--- config.mk ---
export PLATFORM = sky130hd
export DESIGN_NAME = alloc_search_rr
export DESIGN_NICKNAME = d
export VERILOG_FILES = /design/src/rtl/alloc_search_rr.sv
export SDC_FILE = /design/constraint.sdc
export NUM_CORES = 1
export LEC_CHECK = 0
export CORE_MARGIN = 2
export CORE_UTILIZATION = 30
export DETAILED_ROUTE_END_ITERATION = 12
export PLACE_DENSITY = 0.61
export SYNTH_ARGS = -nofsm -noshare
export SYNTH_HDL_FRONTEND = slang
export SYNTH_SLANG_ARGS = --single-unit
export TNS_END_PERCENT = 1
--- constraint.sdc ---
create_clock -name i_clk -period 3.4 [get_ports i_clk]
set_clock_uncertainty 0.2 [all_clocks]
set_input_delay 0.68 -clock i_clk [delete_from_list [all_inputs] [get_ports i_clk]]
set_output_delay 0.68 -clock i_clk [all_outputs]
set_load 0.005 [all_outputs]
--- src/rtl/alloc_search_rr.sv ---
// Free-entry allocator: busy bit per entry, offers up to two free indices per cycle for dual dispatch.
// Latency: offer is combinational from registered state; alloc/free/flush show in outputs one cycle after the edge.
// Backpressure: o_stall rises when the requests exceed the offers; nothing is committed in a stalled cycle.
// Optional build macro ALLOC_RR_EN: rotating search start (round-robin reuse); undefined = lowest-index-first.
module alloc_search_rr #(
   parameter int ENTSEL = 3,
   parameter int ENTNUM = 8
) (
   input  logic              i_clk,
   input  logic              i_reset,
   input  logic              i_flush,
   input  logic              i_alloc_req0,
   input  logic              i_alloc_req1,
   input  logic [ENTNUM-1:0] i_free_vec,
   output logic [ENTSEL-1:0] o_idx0,
   output logic [ENTSEL-1:0] o_idx1,
   output logic              o_vld0,
   output logic              o_vld1,
   output logic              o_stall,
   output logic [ENTSEL:0]   o_free_cnt
);

   logic [ENTNUM-1:0] r_busy;
   logic [ENTSEL-1:0] w_start;
   logic [ENTSEL:0]   w_scan_pos;
   logic [ENTSEL-1:0] w_idx0;
   logic [ENTSEL-1:0] w_idx1;
   logic              w_vld0;
   logic              w_vld1;
   logic [1:0]        w_need;
   logic [1:0]        w_avail;
   logic              w_stall;
   logic              w_commit;
   logic [ENTNUM-1:0] w_alloc_mask;
   logic [ENTSEL:0]   w_free_cnt;

`ifdef ALLOC_RR_EN
   logic [ENTSEL-1:0] r_ptr;
   logic [ENTSEL-1:0] w_last;

   assign w_start = r_ptr;
   // The slot granted last in this cycle decides where the next search begins.
   assign w_last  = (i_alloc_req0 && i_alloc_req1) ? w_idx1 : w_idx0;
`else
   assign w_start = '0;
`endif

   // Walk all entries once starting at w_start (wrapping at ENTNUM); the first two free ones become the offer.
   always_comb begin
      w_idx0     = '0;
      w_idx1     = '0;
      w_vld0     = 1'b0;
      w_vld1     = 1'b0;
      w_scan_pos = '0;
      for (int k = 0; k < ENTNUM; k++) begin
         w_scan_pos = {1'b0, w_start} + (ENTSEL+1)'(k);
         if (w_scan_pos >= (ENTSEL+1)'(ENTNUM)) begin
            w_scan_pos = w_scan_pos - (ENTSEL+1)'(ENTNUM);
         end
         if (!r_busy[w_scan_pos[ENTSEL-1:0]]) begin
            if (!w_vld0) begin
               w_vld0 = 1'b1;
               w_idx0 = w_scan_pos[ENTSEL-1:0];
            end else if (!w_vld1) begin
               w_vld1 = 1'b1;
               w_idx1 = w_scan_pos[ENTSEL-1:0];
            end
         end
      end
   end

   // Stall when more entries are requested than are on offer; otherwise any request commits.
   assign w_need   = {1'b0, i_alloc_req0} + {1'b0, i_alloc_req1};
   assign w_avail  = {1'b0, w_vld0} + {1'b0, w_vld1};
   assign w_stall  = (w_need > w_avail);
   assign w_commit = (i_alloc_req0 || i_alloc_req1) && !w_stall;

   // First asserted request takes idx0, the second takes idx1, so req1 alone takes idx0.
   always_comb begin
      w_alloc_mask = '0;
      if (w_commit) begin
         if (i_alloc_req0) begin
            w_alloc_mask[w_idx0] = 1'b1;
         end
         if (i_alloc_req1) begin
            if (i_alloc_req0) begin
               w_alloc_mask[w_idx1] = 1'b1;
            end else begin
               w_alloc_mask[w_idx0] = 1'b1;
            end
         end
      end
   end

   // Busy state: reset beats flush beats alloc/free; an alloc overrides a same-cycle free of a non-busy entry.
   always_ff @(posedge i_clk) begin
      if (i_reset) begin
         r_busy <= '0;
      end else if (i_flush) begin
         r_busy <= '0;
      end else begin
         r_busy <= (r_busy & ~i_free_vec) | w_alloc_mask;
      end
   end

`ifdef ALLOC_RR_EN
   // Search start advances past the last granted entry on every successful commit.
   always_ff @(posedge i_clk) begin
      if (i_reset || i_flush) begin
         r_ptr <= '0;
      end else if (w_commit) begin
         if (w_last == ENTSEL'(ENTNUM - 1)) begin
            r_ptr <= '0;
         end else begin
            r_ptr <= w_last + ENTSEL'(1);
         end
      end
   end
`endif

   // Count of non-busy entries.
   always_comb begin
      w_free_cnt = '0;
      for (int i = 0; i < ENTNUM; i++) begin
         w_free_cnt = w_free_cnt + {{ENTSEL{1'b0}}, ~r_busy[i]};
      end
   end

   assign o_idx0     = w_idx0;
   assign o_idx1     = w_idx1;
   assign o_vld0     = w_vld0;
   assign o_vld1     = w_vld1;
   assign o_stall    = w_stall;
   assign o_free_cnt = w_free_cnt;

endmodule

==> results of run 1 <==
-- layout by cell type, fill, tap and decap left out, types with 5 or more instances in the layout --
master,synthesis,final
sky130_fd_sc_hd__dfxtp_1,8,6
sky130_fd_sc_hd__inv_1,22,21
sky130_fd_sc_hd__ha_1,13,8
sky130_fd_sc_hd__a21oi_1,6,5
sky130_fd_sc_hd__nor2_1,7,7
sky130_fd_sc_hd__clkdlybuf4s50_1,0,18
sky130_fd_sc_hd__nand2_1,8,7
sky130_fd_sc_hd__buf_4,0,31
sky130_fd_sc_hd__o21ai_0,8,8
-- cell families (layout without fill, tap and decap cells) --
logic type	Yosys count	count (layout)
and+or+nand+nor	48	48
AOI/OAI and AO/OA	46	46
buffers and inverters	32	85
adders and majority gates	18	18
DFF	8	8
xor gates and xnor gates	3	3
muxes	1	1
-- tightest hold or removal path: stages (launching register included) --
cell                      delay [ns]
sky130_fd_sc_hd__dfxtp_4        0.35
sky130_fd_sc_hd__buf_6          0.12
sky130_fd_sc_hd__a32oi_1        0.10
sky130_fd_sc_hd__o21ai_2        0.06
-- final cells by class --
type | count | area, um2 | area share
clock buffer | 4 | 45.0 | 0.0237
inverter | 23 | 86.3 | 0.0455
multi-input combinational | 116 | 1060 | 0.557
sequential | 8 | 165 | 0.0871
tap | 50 | 62.6 | 0.0330
timing repair buffer | 58 | 482 | 0.254
-- routing by layer --
metal / vias to the layer above / wire [um] / part of all wire
met2: 31 / 1950 / 0.51
met1: 669 / 1710 / 0.45
li1: 681 / - / -
met5: - / 0 / 0
met4: 0 / 45 / 0.012
met3: 5 / 101 / 0.027
-- final timing paths --
path	startpoint	to	slack [ns]	depth (start not counted)
worst max register to register	r_busy[0]$_SDFF_PP0_	r_busy[0]$_SDFF_PP0_	-0.20	16
worst max-delay path	r_busy[0]$_SDFF_PP0_	o_free_cnt[1]	-0.36	7
worst min register to register	r_busy[0]$_SDFF_PP0_	r_busy[0]$_SDFF_PP0_	0.47	3
worst min-delay path	r_busy[0]$_SDFF_PP0_	r_busy[0]$_SDFF_PP0_	0.47	3
-- metrics by stage --
| stage | utilization | total power (uW) | setup TNS [ns] | hold slack [ns] |
|---|---|---|---|---|
| final | 0.478 | 327 | -1.48 | 0.466 |
| after global placement | 0.448 | 197 | -1.84 | 0.448 |
| after global routing | 0.478 | 342 | -2.72 | 0.498 |
| after floorplan | - | 145 | -0.0254 | 0.343 |
| after detailed placement | 0.448 | 200 | -2.30 | 0.483 |
| after CTS | 0.468 | 326 | -2.35 | 0.468 |
-- what timing repair did --
action	4_1_cts	5_1_grt
resized for setup	31	9
buffers inserted	1	1
pin swaps	10	9
endpoints found under the setup margin	13	15
-- power groups by stage --
stage / logic [uW] / registers, uW / clock network (uW)
global route: 116 / 97.0 / 129
global placement: 98.5 / 98.1 / 0
detailed placement: 102 / 98.3 / 0
floorplan: 45.2 / 99.6 / 0
finish: 106 / 96.8 / 124
CTS: 104 / 96.8 / 126
==> results.rst, run 1 <==
.. list-table::
   :header-rows: 1

   * - Metric
     - Value
   * - Startpoint type of the worst setup path
     - register
   * - Post-synthesis simple-gate area fraction
     - 0.234
   * - Clock transition time at the flip-flop clock pins of the worst setup and hold paths
     - around 0.04 ns
   * - Path type of the worst min-delay path
     - reg2reg
   * - Result of the run
     - finished, violations left
   * - Cell Rows
     - 23
   * - Number of unique standard cell types used by synthesis
     - between 50 and 60
   * - Number of buffers and inverters on the critical path
     - 2
   * - Cell Area, Synth
     - between 1000 and 1500 um2
   * - Layer carrying the most global-route usage
     - met2
   * - Leakage component of the power
     - 0.000825 uW
   * - Portion of synthesized cell area occupied by the leading cell type
     - 0.132
   * - Number of violations of the max-capacitance limit
     - 0
   * - Largest register FFs
     - 8
   * - Synthesized flop and latch total
     - 8
   * - Die Footprint
     - between 4000 and 5000 um2
   * - Layout net count
     - 240
   * - Post-route setup slack
     - -0.362 ns
   * - Share of flip-flops with an asynchronous set or reset after synthesis
     - 0
   * - IR Drop Worst-Case VDD
     - 0.199 mV
   * - Number of non-filler instances in the completed layout
     - approximately 260
   * - Final antenna-violating net count
     - 0
   * - Syn nets
     - 186
   * - Wire length reported by the detailed router
     - roughly 3.8 mm
   * - Slew @ Worst Pin
     - approximately 0.56 ns
   * - Violations in the final reports
     - setup timing
   * - Htree depth
     - 1
   * - Largest registers
     - r_busy: 8 flops
   * - Mean cell area of the mapped netlist
     - slightly below 8 um2
   * - Height of the die
     - about 68 um
   * - Endpoint type of the worst setup path
     - output port
   * - Fraction of layout cells with a size suffix above 1
     - 0.340
   * - Setup WS pre-CTS
     - -0.560 ns
   * - Highest clock rate
     - between 200 and 300 MHz
   * - Longest individual stage delay on the worst path
     - roughly 0.56 ns
   * - Number of hold-repair buffers added at the cts stage
     - 0
   * - Placed inst area
     - 1780 um2
   * - Total number of yosys warnings
     - 0
   * - Post-route clock period utilization
     - 1.11
   * - Die boundary width
     - slightly below 70 um
   * - Library cell contributing the largest single delay on the critical path
     - sky130_fd_sc_hd__fa_1
   * - Number of antenna repair diodes
     - 0
   * - Cell with the most instances after synthesis
     - sky130_fd_sc_hd__inv_1
   * - Met1 track utilization from global routing
     - 0.224
   * - Data arrival, critical path
     - about 2.9 ns
   * - Global Route met3 Usage
     - 0.0197
   * - Vias in the first global route
     - ~1400
   * - Avg WL per Cell
     - 14.7 um
   * - Post-synthesis compound-gate area fraction
     - 0.284
   * - Source-to-sink clock delay at the later pin of the worst-skew pair
     - 0.23 ns
   * - Min cycle time layout
     - 3.76 ns
   * - Adder-cell share of the synthesized area
     - 0.205
   * - Vias after detailed routing
     - between 1000 and 1500
   * - Maximum root-to-sink buffer count
     - 2
   * - I/O pin count
     - 26
   * - Total power density per cell area
     - approximately 170 nW/um2
   * - Via-per-instance ratio
     - 5.35
   * - Number of synthesized flops with an enable pin
     - 0
   * - Register with the most flip-flops
     - r_busy
   * - All-layer global routing usage
     - 0.178
   * - Multiplexer share of the synthesized area
     - 0.00812
   * - Kind of critical path
     - reg2out
   * - Cells after DPL
     - 253
   * - Largest delay contributor family on the critical path
     - adder cells
   * - TritonCTS clock tree
     - built
   * - Highest net fanout along the worst path
     - 2
   * - 1st-iter DRT viols
     - ~110
   * - Cell chosen for the clock root
     - sky130_fd_sc_hd__clkbuf_8
   * - Area added between synthesis and finish
     - 53.9%
   * - Cells taking the most area after synthesis
     - sky130_fd_sc_hd__ha_1 (13%), sky130_fd_sc_hd__dfxtp_1 (13%), sky130_fd_sc_hd__inv_1 (6.7%), sky130_fd_sc_hd__fa_1 (6.5%), sky130_fd_sc_hd__o21ai_0 (3.2%)
   * - Final GP Congestion
     - between 0.8 and 0.9
   * - Number of fillers in the final layout
     - 398
   * - Placeable core region
     - a little under 4000 um2
   * - Clock buffers created by TritonCTS
     - 3
   * - DRC
     - 0
   * - Layout Cell Area excl Fill
     - ~1900 um2
   * - Largest net degree at the start of global routing
     - 19
   * - Switch Pwr
     - 92.4 uW
   * - Post-Synthesis Cells
     - approximately 160
   * - Critical-path cell list
     - fa_1, fa_1, inv_2, fa_2, ha_4, fa_2, buf_2
   * - Port Buffers
     - 25
   * - Global-route track usage on met2
     - 0.309
   * - Cell type with the highest aggregate area in the netlist
     - sky130_fd_sc_hd__ha_1
   * - Int Power
     - 235 uW
   * - Effective utilization at floorplan
     - 0.310
   * - Power share of the sequential group
     - 0.296
   * - Number of failing setup endpoints in the final timing report
     - 7
   * - GRT overflow
     - 0
   * - Slew headroom
     - 0.624
   * - Post-synthesis xor/xnor area fraction
     - 0.0213
   * - Combinational power share
     - 0.324
   * - Detailed-routing iteration count for the pre-antenna-repair pass
     - 4
   * - Final Max Slew Viols
     - 0
   * - Top FF cell, synth
     - sky130_fd_sc_hd__dfxtp_1
   * - Switching share of total power
     - 0.283
   * - Initial antenna violation count
     - 0
   * - First-pass GRT wire length
     - roughly 6.4 mm
   * - Largest family of logic cells by synthesized area
     - compound AO/OA/AOI/OAI gates
   * - Final hold vios
     - 0
   * - HPWL after detailed placement
     - around 3.1 mm
   * - Unrepaired setup endpoints after global routing
     - true
   * - Clock power share
     - 0.380
   * - Sink count of the clock tree
     - 8
   * - Sequential-to-total area share from yosys stat
     - 0.130
   * - Critical path required time
     - around 2.5 ns
   * - Commonest cells in the netlist
     - sky130_fd_sc_hd__inv_1 (22), sky130_fd_sc_hd__ha_1 (13), sky130_fd_sc_hd__dfxtp_1 (8), sky130_fd_sc_hd__nand2_1 (8), sky130_fd_sc_hd__o21ai_0 (8)
(Power assumes the default switching activity.)
==> run 2: changes to the inputs <==
Settings changed: ABC_CLOCK_PERIOD_IN_PS set to 3400.
==> results of run 2 <==
Same layout as run 1: the final DEF is identical, and so are final timing and power.
